$ cat src/rtl/amo_arbiter_if.sv
// amo_arbiter_if: requester-side and D$-side AMO buses of the arbiter, plus its status flags.
// Ports: req_i/resp_o per requester, amo_req_o/amo_resp_i towards the D$, busy_o, lock_o.
// Modports: master = requesters and D$ (testbench side), slave = the arbiter itself.
interface amo_arbiter_if #(
  parameter int NR_PORTS = 2
);
  typedef struct packed {
    logic        req;
    logic [3:0]  amo_op;
    logic [1:0]  size;
    logic [63:0] operand_a;
    logic [63:0] operand_b;
  } amo_req_t;

  typedef struct packed {
    logic        ack;
    logic [63:0] result;
  } amo_resp_t;

  amo_req_t  [NR_PORTS-1:0] req_i;
  amo_resp_t [NR_PORTS-1:0] resp_o;
  amo_req_t                 amo_req_o;
  amo_resp_t                amo_resp_i;
  logic                     busy_o;
  logic                     lock_o;

  modport master (output req_i, amo_resp_i, input resp_o, amo_req_o, busy_o, lock_o);
  modport slave  (input req_i, amo_resp_i, output resp_o, amo_req_o, busy_o, lock_o);
endinterface

$ cat src/rtl/amo_arbiter.sv
// amo_arbiter: round-robin share of one D$ AMO port among NR_PORTS requesters, with an LR exclusive window.
// Ports: clk_i, rst_i (async, active-high), bus (slave: req_i/resp_o, amo_req_o/amo_resp_i, busy_o, lock_o).
// Latency: grant registered 1 cycle after req, ack routed same cycle; one AMO in flight, others wait holding req.
module amo_arbiter #(
  parameter int NR_PORTS       = 2,
  parameter int LR_LOCK_CYCLES = 16
) (
  input  logic         clk_i,
  input  logic         rst_i,
  amo_arbiter_if.slave bus
);
  localparam int IDX_W = $clog2(NR_PORTS);
  localparam int CNT_W = $clog2(LR_LOCK_CYCLES + 1);
  localparam logic [3:0]       AMO_LR    = 4'h1;
  localparam logic [CNT_W-1:0] LOCK_INIT = CNT_W'(LR_LOCK_CYCLES);

  typedef enum logic {IDLE, BUSY} state_e;
  state_e state_q, state_d;

  logic [IDX_W-1:0] rr_q, g_q, lk_q;
  logic [IDX_W-1:0] win_idx, cand_idx;
  logic             win_vld;
  logic             lock_q;
  logic [CNT_W-1:0] cnt_q;
  logic             req_q;
  logic [3:0]       op_q;
  logic [1:0]       size_q;
  logic [63:0]      opa_q, opb_q;
  logic             grant, done;

  // First requester at or after rr, wrapping; only the lock owner is eligible while locked.
  always_comb begin
    win_vld  = 1'b0;
    win_idx  = '0;
    cand_idx = '0;
    for (int i = 0; i < NR_PORTS; i++) begin
      cand_idx = IDX_W'((int'(rr_q) + i) % NR_PORTS);
      if (!win_vld && bus.req_i[cand_idx].req && (!lock_q || cand_idx == lk_q)) begin
        win_vld = 1'b1;
        win_idx = cand_idx;
      end
    end
  end

  always_ff @(posedge clk_i or posedge rst_i) begin
    if (rst_i) state_q <= IDLE;
    else       state_q <= state_d;
  end

  always_comb begin
    state_d = state_q;
    grant   = 1'b0;
    done    = 1'b0;
    case (state_q)
      IDLE: if (win_vld) begin
        grant   = 1'b1;
        state_d = BUSY;
      end
      BUSY: if (bus.amo_resp_i.ack) begin
        done    = 1'b1;
        state_d = IDLE;
      end
      default: state_d = IDLE;
    endcase
  end

  always_ff @(posedge clk_i or posedge rst_i) begin
    if (rst_i) begin
      rr_q   <= '0;
      g_q    <= '0;
      lk_q   <= '0;
      lock_q <= 1'b0;
      cnt_q  <= '0;
      req_q  <= 1'b0;
      op_q   <= '0;
      size_q <= '0;
      opa_q  <= '0;
      opb_q  <= '0;
    end else if (grant) begin
      // Counter stays frozen while the lock owner's op is in flight.
      g_q    <= win_idx;
      req_q  <= 1'b1;
      op_q   <= bus.req_i[win_idx].amo_op;
      size_q <= bus.req_i[win_idx].size;
      opa_q  <= bus.req_i[win_idx].operand_a;
      opb_q  <= bus.req_i[win_idx].operand_b;
    end else if (done) begin
      req_q <= 1'b0;
      rr_q  <= IDX_W'((int'(g_q) + 1) % NR_PORTS);
      // Only the lock owner can be granted while locked, so any non-LR ack ends the window.
      if (op_q == AMO_LR) begin
        lk_q   <= g_q;
        lock_q <= 1'b1;
        cnt_q  <= LOCK_INIT;
      end else begin
        lock_q <= 1'b0;
        cnt_q  <= '0;
      end
    end else if (state_q == IDLE && lock_q) begin
      cnt_q <= cnt_q - CNT_W'(1);
      if (cnt_q == CNT_W'(1)) lock_q <= 1'b0;
    end
  end

  always_comb begin
    bus.amo_req_o.req       = req_q;
    bus.amo_req_o.amo_op    = op_q;
    bus.amo_req_o.size      = size_q;
    bus.amo_req_o.operand_a = opa_q;
    bus.amo_req_o.operand_b = opb_q;
    for (int k = 0; k < NR_PORTS; k++) begin
      bus.resp_o[k].result = bus.amo_resp_i.result;
      bus.resp_o[k].ack    = (state_q == BUSY) && (g_q == IDX_W'(k)) && bus.amo_resp_i.ack;
    end
  end

  assign bus.busy_o = (state_q == BUSY);
  assign bus.lock_o = lock_q;

endmodule

$ cat src/flat_wrapper.sv
// flat-port wrapper written by rule: the top's interface ports become plain ports
module amo_arbiter_flat 
#(
  parameter int NR_PORTS       = 2,
  parameter int LR_LOCK_CYCLES = 16
)
  (clk_i, rst_i, bus_req_i, bus_amo_resp_i, bus_resp_o, bus_amo_req_o, bus_busy_o, bus_lock_o);
  amo_arbiter_if #(.NR_PORTS(NR_PORTS)) bus_i ();
  input  logic clk_i;
  input  logic rst_i;
  input wire logic [$bits(bus_i.req_i)-1:0] bus_req_i;
  input wire logic [$bits(bus_i.amo_resp_i)-1:0] bus_amo_resp_i;
  output wire logic [$bits(bus_i.resp_o)-1:0] bus_resp_o;
  output wire logic [$bits(bus_i.amo_req_o)-1:0] bus_amo_req_o;
  output wire logic [$bits(bus_i.busy_o)-1:0] bus_busy_o;
  output wire logic [$bits(bus_i.lock_o)-1:0] bus_lock_o;
  assign bus_i.req_i = bus_req_i;
  assign bus_i.amo_resp_i = bus_amo_resp_i;
  assign bus_resp_o = bus_i.resp_o;
  assign bus_amo_req_o = bus_i.amo_req_o;
  assign bus_busy_o = bus_i.busy_o;
  assign bus_lock_o = bus_i.lock_o;
  amo_arbiter #(.NR_PORTS(NR_PORTS), .LR_LOCK_CYCLES(LR_LOCK_CYCLES)) u_core (.clk_i(clk_i), .rst_i(rst_i), .bus(bus_i));
endmodule
$ cat config.mk
export PLATFORM = sky130hd
export DESIGN_NAME = amo_arbiter_flat
export DESIGN_NICKNAME = d
export VERILOG_FILES = /design/src/rtl/amo_arbiter_if.sv /design/src/rtl/amo_arbiter.sv /design/src/flat_wrapper.sv
export SDC_FILE = /design/constraint.sdc
export NUM_CORES = 1
export LEC_CHECK = 0
export ABC_AREA = 1
export BUFFER_PORTS_ARGS = -buffer_cell sky130_fd_sc_hd__buf_2
export CAP_MARGIN = 20
export CORE_AREA = 3 3 234 236
export CTS_BUF_LIST = sky130_fd_sc_hd__clkbuf_8
export DETAILED_ROUTE_END_ITERATION = 12
export DIE_AREA = 0 0 237 239
export GPL_TIMING_DRIVEN = 0
export PLACE_DENSITY = 0.46
export SLEW_MARGIN = 25
export SYNTH_ARGS = -nofsm -noshare
export SYNTH_HDL_FRONTEND = slang
export SYNTH_SLANG_ARGS = --single-unit
$ cat constraint.sdc
create_clock -name clk_i -period 5.7 [get_ports clk_i]
set_clock_uncertainty 0.1 [all_clocks]
set_input_delay 1.425 -clock clk_i [delete_from_list [all_inputs] [get_ports clk_i]]
set_output_delay 1.425 -clock clk_i [all_outputs]
set_load 0.02 [all_outputs]
==> flow_summary.toml, run 1 <==
[timing]
finalCritPeriodShare_pct = 67.35
fin_tns_setup_ps = 0
rsz0062_at_grt = "no"
slew_viol_final = 0
setup_viol = 0
period_needed_ps = 3839
worst_pin_slew_ps = 643.1
finalHoldViolCount = 0
max_freq_mhz = 260.5
slew_headroom_pct = 57.12

[worst_hold_path]
hold_path_class = "reg2reg"
whs_path_depth = 2
hold_path_end = "u_core.opb_q[40]"
timing.hold.worst.start = "u_core.opb_q[40]"

[synthesis]
synth_top_family_by_area = "simple AND/OR/NAND/NOR gates"
synth_top_area_cell = "dfrtp_1"
ys_seq_elements = 145
synthTopCellsByCount = "nand2_1 (428), dfrtp_1 (145), inv_1 (145), nand3_1 (138), buf_4 (136)"
synthesis.nets = 1565
synth_xor_area_share_pct = 0.1949
async_flop_share_pct = 100.0
synth_ff_type = "dfrtp_1"
ys_warn_count = 0
yosys-top-cells-area = "dfrtp_1 (40%), nand2_1 (18%), buf_4 (11%), nand3b_1 (11%), nand3_1 (7.7%)"
syn-instance-count = 1226
synth_most_common_cell = "nand2_1"
synth_top_area_share_pct = 40.37
netlist-cell-type-count = 20
seq_area_frac_synth_pct = 40.37
syn_area_mm2 = 0.008987
synth_fa_ha_area_share_pct = 0.2784
synth_compound_area_share_pct = 0.6126
syn_avg_cell_area_um2 = 7.331
synth_edf_count = 0
synth-simple-area-share_pct = 37.85
synthMuxAreaShare_pct = 0

[clock_network]
h-tree-depth = 4
clk_latency_ps = 530
cts_buffer_depth = 2
ctsRootBufferMaster = "clkbuf_8"
clk_pin_slew_ps = 80
cts_setup_buffers = 0
cts_tree = "done"
numCtsBuffers = 17
cts_hold_buf = 0
cts_resized = 0
clock-sinks = 145

[power_and_ir_drop]
ir_drop_mv = 0.1995
power_frac_seq_pct = 26.7
finalPower_mw = 6.959
power_frac_comb_pct = 61.0
swShare_pct = 52.41
p_leak_nw = 7.604
p_int_mw = 3.312
p_per_area_mw_per_mm2 = 535.7
p_switching_mw = 3.647
clkPwrFrac_pct = 12.3

[finish]
finalNonFillerCells = 2487
finalNetCount = 2124
final_util_pct = 24.67
syn_to_final_growth_pct = 44.52
drive_gt1_share_pct = 41.49
fillers = 5967

[setup_path]
path_cells = "buf_2 > nand2_1 > clkbuf_1 > nor2_1 > buf_2"
start_kind = "primary input"
r2r_end = "u_core.opa_q[63]"
cp_common_cell = "buf_2"
regToRegSetupSlack_ps = 2940
end_kind = "output pin"
reg2reg_depth = 10
arrival_ps = 2310
max_stage_delay_ps = 380
critical_path_required_ps = 4180
worstPathMaxFanout = 10
path_class = "in2out"
cp_slowest_cell = "clkbuf_1"
r2r_start = "u_core.rr_q"

[die]
start_util_pct = 17.07
chipWidth_um = 237
rows = 84
dieArea_mm2 = 0.05664
io_pins = 604
fp.coreArea_mm2 = 0.05266
die_y_um = 239

[route]
drtIter0Drc = 277
routed_wl_um = 40740
avgViaCountPerCell = 3.906
vias = 9713
drc = 0
ant_nets = 0
detail_route.wl_per_cell_um = 16.38
first_pass_iters = 5

[placement]
dp_hpwl_um = 32930
place_inst = 2454
io_buffer_count = 539
gp_congestion = 0.9436

[grt]
grt_pass1_vias = 9832
overflow = 0
grt_pass1_wl_um = 58360
grt_max_degree = 81
grt_usage_pct = 13.88
antenna_found_initial = 4

[run]
cap_violations = 0

[outcome]
outcome = "completed"
==> routing by layer <==
metal | wire length, um | global-route usage [%]
met1 | 15350 | 14.61
met2 | 20650 | 24.98
met3 | 3438 | 4.845
met4 | 1284 | 6.157
met5 | 13 | 0
==> cell type report <==
class	instances	area [um2]	share of cell area [%]
multi-input combinational	733	3500	26.94
sequential	145	3628	27.94
antenna	1	2.502	0.01927
clock buffer	21	289.0	2.225
timing repair buffer	540	2725	20.98
inverter	146	555.5	4.277
clock inverter	11	112.6	0.8670
tap	688	860.8	6.627
buffer	202	1315	10.12
==> worst max-delay path by stage <==
stage	start	end	cells after the start
final	bus_amo_resp_i[64]	bus_resp_o[129]	5
after detailed placement	bus_req_i[269]	u_core.opa_q[63]	10
after floorplan	rst_i	u_core.bus.busy_o	1
after global routing	bus_amo_resp_i[64]	bus_resp_o[129]	5
after global placement	rst_i	u_core.opb_q[19]	2
after CTS	bus_amo_resp_i[64]	bus_resp_o[129]	5
==> layout by cell type, fill, tap and decap left out, types with 2 or more instances in the layout <==
cell / instances
clkinv_4: 2
inv_1: 146
nand2_1: 428
clkbuf_8: 21
or2_2: 2
nand3_1: 138
nand3b_1: 135
a21oi_1: 2
buf_1: 3
nand3_2: 3
clkbuf_2: 3
o21ai_0: 9
xor2_1: 2
buf_4: 136
dfrtp_1: 145
clkinv_2: 4
nor2_1: 10
bufinv_16: 2
ha_1: 2
buf_2: 567
clkbuf_1: 31
==> worst max-delay path: cells and delay by family <==
kind          cells  cell delay, ps
buf+inv           3             690
simple gates      2             200
==> power by group through the flow <==
stage / clock network, mW / logic [mW] / registers [mW]
final: 0.858 / 4.24 / 1.86
after global routing: 0.948 / 4.73 / 1.93
after CTS: 0.914 / 4.37 / 1.86
after detailed placement: 0 / 4.37 / 1.87
after global placement: 0 / 4.32 / 1.86
after floorplan: 0 / 2.05 / 2.45
==> flip-flops by register name (all words and copies together), names as in the netlist <==
| register | count |
|---|---|
| u_core.op_q | 4 |
| u_core.opa_q | 64 |
| u_core.req_q | 1 |
| u_core.cnt_q | 5 |
| u_core.opb_q | 64 |
| u_core.lk_q | 1 |
| u_core.g_q | 1 |
| u_core.bus.lock_o | 1 |
| u_core.bus.busy_o | 1 |
| u_core.size_q | 2 |
| u_core.rr_q | 1 |
==> cells by family (layout without fill, tap and decap cells) <==
logic type,count (synthesis),in the layout
xor gates and xnor gates,2,2
and+or+nand+nor,718,718
AOI/OAI and AO/OA,11,11
adders and majority gates,2,2
buffers and inverters,348,920
DFF,145,145
other,0,1
==> stage by stage <==
step                setup slack, ps  area (um2)  hold slack, ps
floorplan                     280.4        8987           353.0
global placement              -1974       12550           358.4
detailed placement             1729       12580           360.8
CTS                            1874       12990           382.5
global route                   1750       12990           398.2
finish                         1861       12990           377.6
Power figures use the tool's default switching activity.
==> run 2, diff against run 1 <==
Settings changed: ABC_AREA 1 to 0, CORE_AREA 3 3 234 236 to 3 3 236 238, DIE_AREA 0 0 237 239 to 0 0 239 241, PLACE_DENSITY 0.46 to 0.42.
Clock period 5.7 ns to 3.5 ns, I/O delays scaled along.
==> flow_summary.toml, run 2 <==
[synthesis]
netlist-cell-type-count = 29
synthTopCellsByCount = "dfrtp_1 (145), nand2_1 (141), mux2i_1 (138), buf_4 (136), o21ai_1 (79)"
synth_ff_type = "dfrtp_1"
yosys-top-cells-area = "dfrtp_1 (47%), mux2i_1 (18%), buf_4 (13%), nand2_1 (6.9%), o21ai_1 (5.1%)"
synth_most_common_cell = "dfrtp_1"
synth_top_area_share_pct = 47.22
async_flop_share_pct = 100.0
synthesis.nets = 1107
syn_avg_cell_area_um2 = 10.01
seq_area_frac_synth_pct = 47.22
synth_top_area_cell = "dfrtp_1"
syn-instance-count = 768
synth_edf_count = 0
syn_area_mm2 = 0.007685
ys_warn_count = 0
ys_seq_elements = 145

[route]
first_pass_iters = 5
drc = 0
met1_length_um = 12210
dr.max_layer_used = "met5"
avgViaCountPerCell = 3.583
dr_wl_met2_um = 17350
routed_wl_um = 32580
dr_wl_met3_um = 2640
detail_route.wl_per_cell_um = 15.97
drtIter0Drc = 133
ant_nets = 0
vias = 7310

[placement]
dp_hpwl_um = 26910
io_buffer_count = 539
placed_cell_area_mm2 = 0.01137
gp_congestion = 0.8621

[timing]
rsz0062_at_grt = "no"
finalCritPeriodShare_pct = 73.10
setup_viol = 0
whs_ps = 253.7
period_needed_ps = 2558
slew_viol_final = 0
worst_pin_slew_ps = 977.0
finalHoldViolCount = 0
max_freq_mhz = 390.9
slew_headroom_pct = 34.87
fin_tns_setup_ps = 0

[power_and_ir_drop]
p_per_area_mw_per_mm2 = 797.2
finalPower_mw = 9.382
p_leak_nw = 6.505
ir_drop_mv = 0.3363

[setup_path]
arrival_ps = 1580
end_kind = "output pin"
crit_path_start = "u_core.bus.busy_o"
path_class = "reg2out"
r2r_start = "u_core.lk_q"
start_kind = "flop"
critical_path_required_ps = 2520
worstPathMaxFanout = 8

[clock_network]
cts_buffer_depth = 2
cts_tree = "done"
cts_setup_buffers = 0
h-tree-depth = 4
cts_hold_buf = 0
clk_pin_slew_ps = 80
numCtsBuffers = 17
clock-sinks = 145
ctsRootBufferMaster = "clkbuf_8"
clk_latency_ps = 530
cts_resized = 0

[finish]
syn_to_final_growth_pct = 53.14
final_util_pct = 21.87
final_cell_mix = "buf_2 (549), dfrtp_1 (145), nand2_1 (141)"
diodes = 0
layout_commonest_cell = "buf_2"
fillers = 6090
stdcell_area_mm2 = 0.01177
drive_gt1_share_pct = 54.39
reg.largest.list = "u_core.opa_q (64), u_core.opb_q (64), u_core.cnt_q (5)"
finalNetCount = 1670

[grt]
grt_pass1_wl_um = 45600
grt_max_degree = 30
grt_usage_pct = 10.86
overflow = 0
antenna_found_initial = 1
grt_pass1_vias = 7508

[worst_hold_path]
hold_path_class = "in2async"

[die]
fp.coreArea_mm2 = 0.05381
die_y_um = 241
io_pins = 604
dieArea_mm2 = 0.05760
rows = 85
chipWidth_um = 239
start_util_pct = 14.28

[outcome]
outcome = "completed"

[run]
cap_violations = 0
run 2: area by class of cell:
type,count,area [um2],share of cell area [%]
Buffer,174,1260,10.71
Clock buffer,21,289.0,2.456
Clock inverter,11,113.9,0.9675
Inverter,8,33.78,0.2871
Multi-Input combinational cell,441,2768,23.52
Sequential cell,145,3628,30.83
Tap cell,696,870.8,7.400
Timing Repair Buffer,544,2805,23.84
run 2: kinds of logic (layout without fill, tap and decap cells):
family	after synthesis	count (layout)	synth area share, %
fa+ha+maj	2	2	0.3256
compound gates	145	145	9.704
flops	145	145	47.22
simple gates	155	155	7.864
buf+inv	182	758	16.77
mux	139	139	18.12
run 2: critical path, cell delays in order, from the launching register on:
cell and delay (ps):
dfrtp_1 470, nand2_1 240, nor2_1 160, buf_2 190
run 2: final timing paths:
path | to | slack, ps | cells past startpoint
min in group clk_i | u_core.opb_q[8] | 380 | 2
worst max register to register | u_core.opb_q[51] | 1090 | 5
worst min-delay path | u_core.opa_q[41] | 250 | 2
max in group asynchronous | u_core.opb_q[13] | 2120 | 5
worst max-delay path | bus_resp_o[64] | 940 | 3
worst min register to register | u_core.opb_q[8] | 380 | 2
run 2: metal layers:
| layer | vias to the layer above | track usage, % |
|---|---|---|
| met1 | 3368 | 11.68 |
| met5 | - | 0 |
| met3 | 23 | 3.702 |
| met4 | 2 | 3.408 |
| met2 | 345 | 20.07 |
| li1 | 3572 | - |
run 2: through the flow:
stage,setup WS [ps],instances
2_1_floorplan,706.0,768
3_3_place_gp,-454.3,2003
3_5_place_dp,426.6,2008
4_1_cts,794.5,2040
5_1_grt,757.8,2040
6_report,941.6,2040
run 2: where the power goes:
group          internal, mW  switching [mW]  total, mW
sequential             2.50           0.475       2.98
clock                 0.699           0.713       1.41
combinational          1.75            3.24       4.99
total                  4.95            4.43       9.38
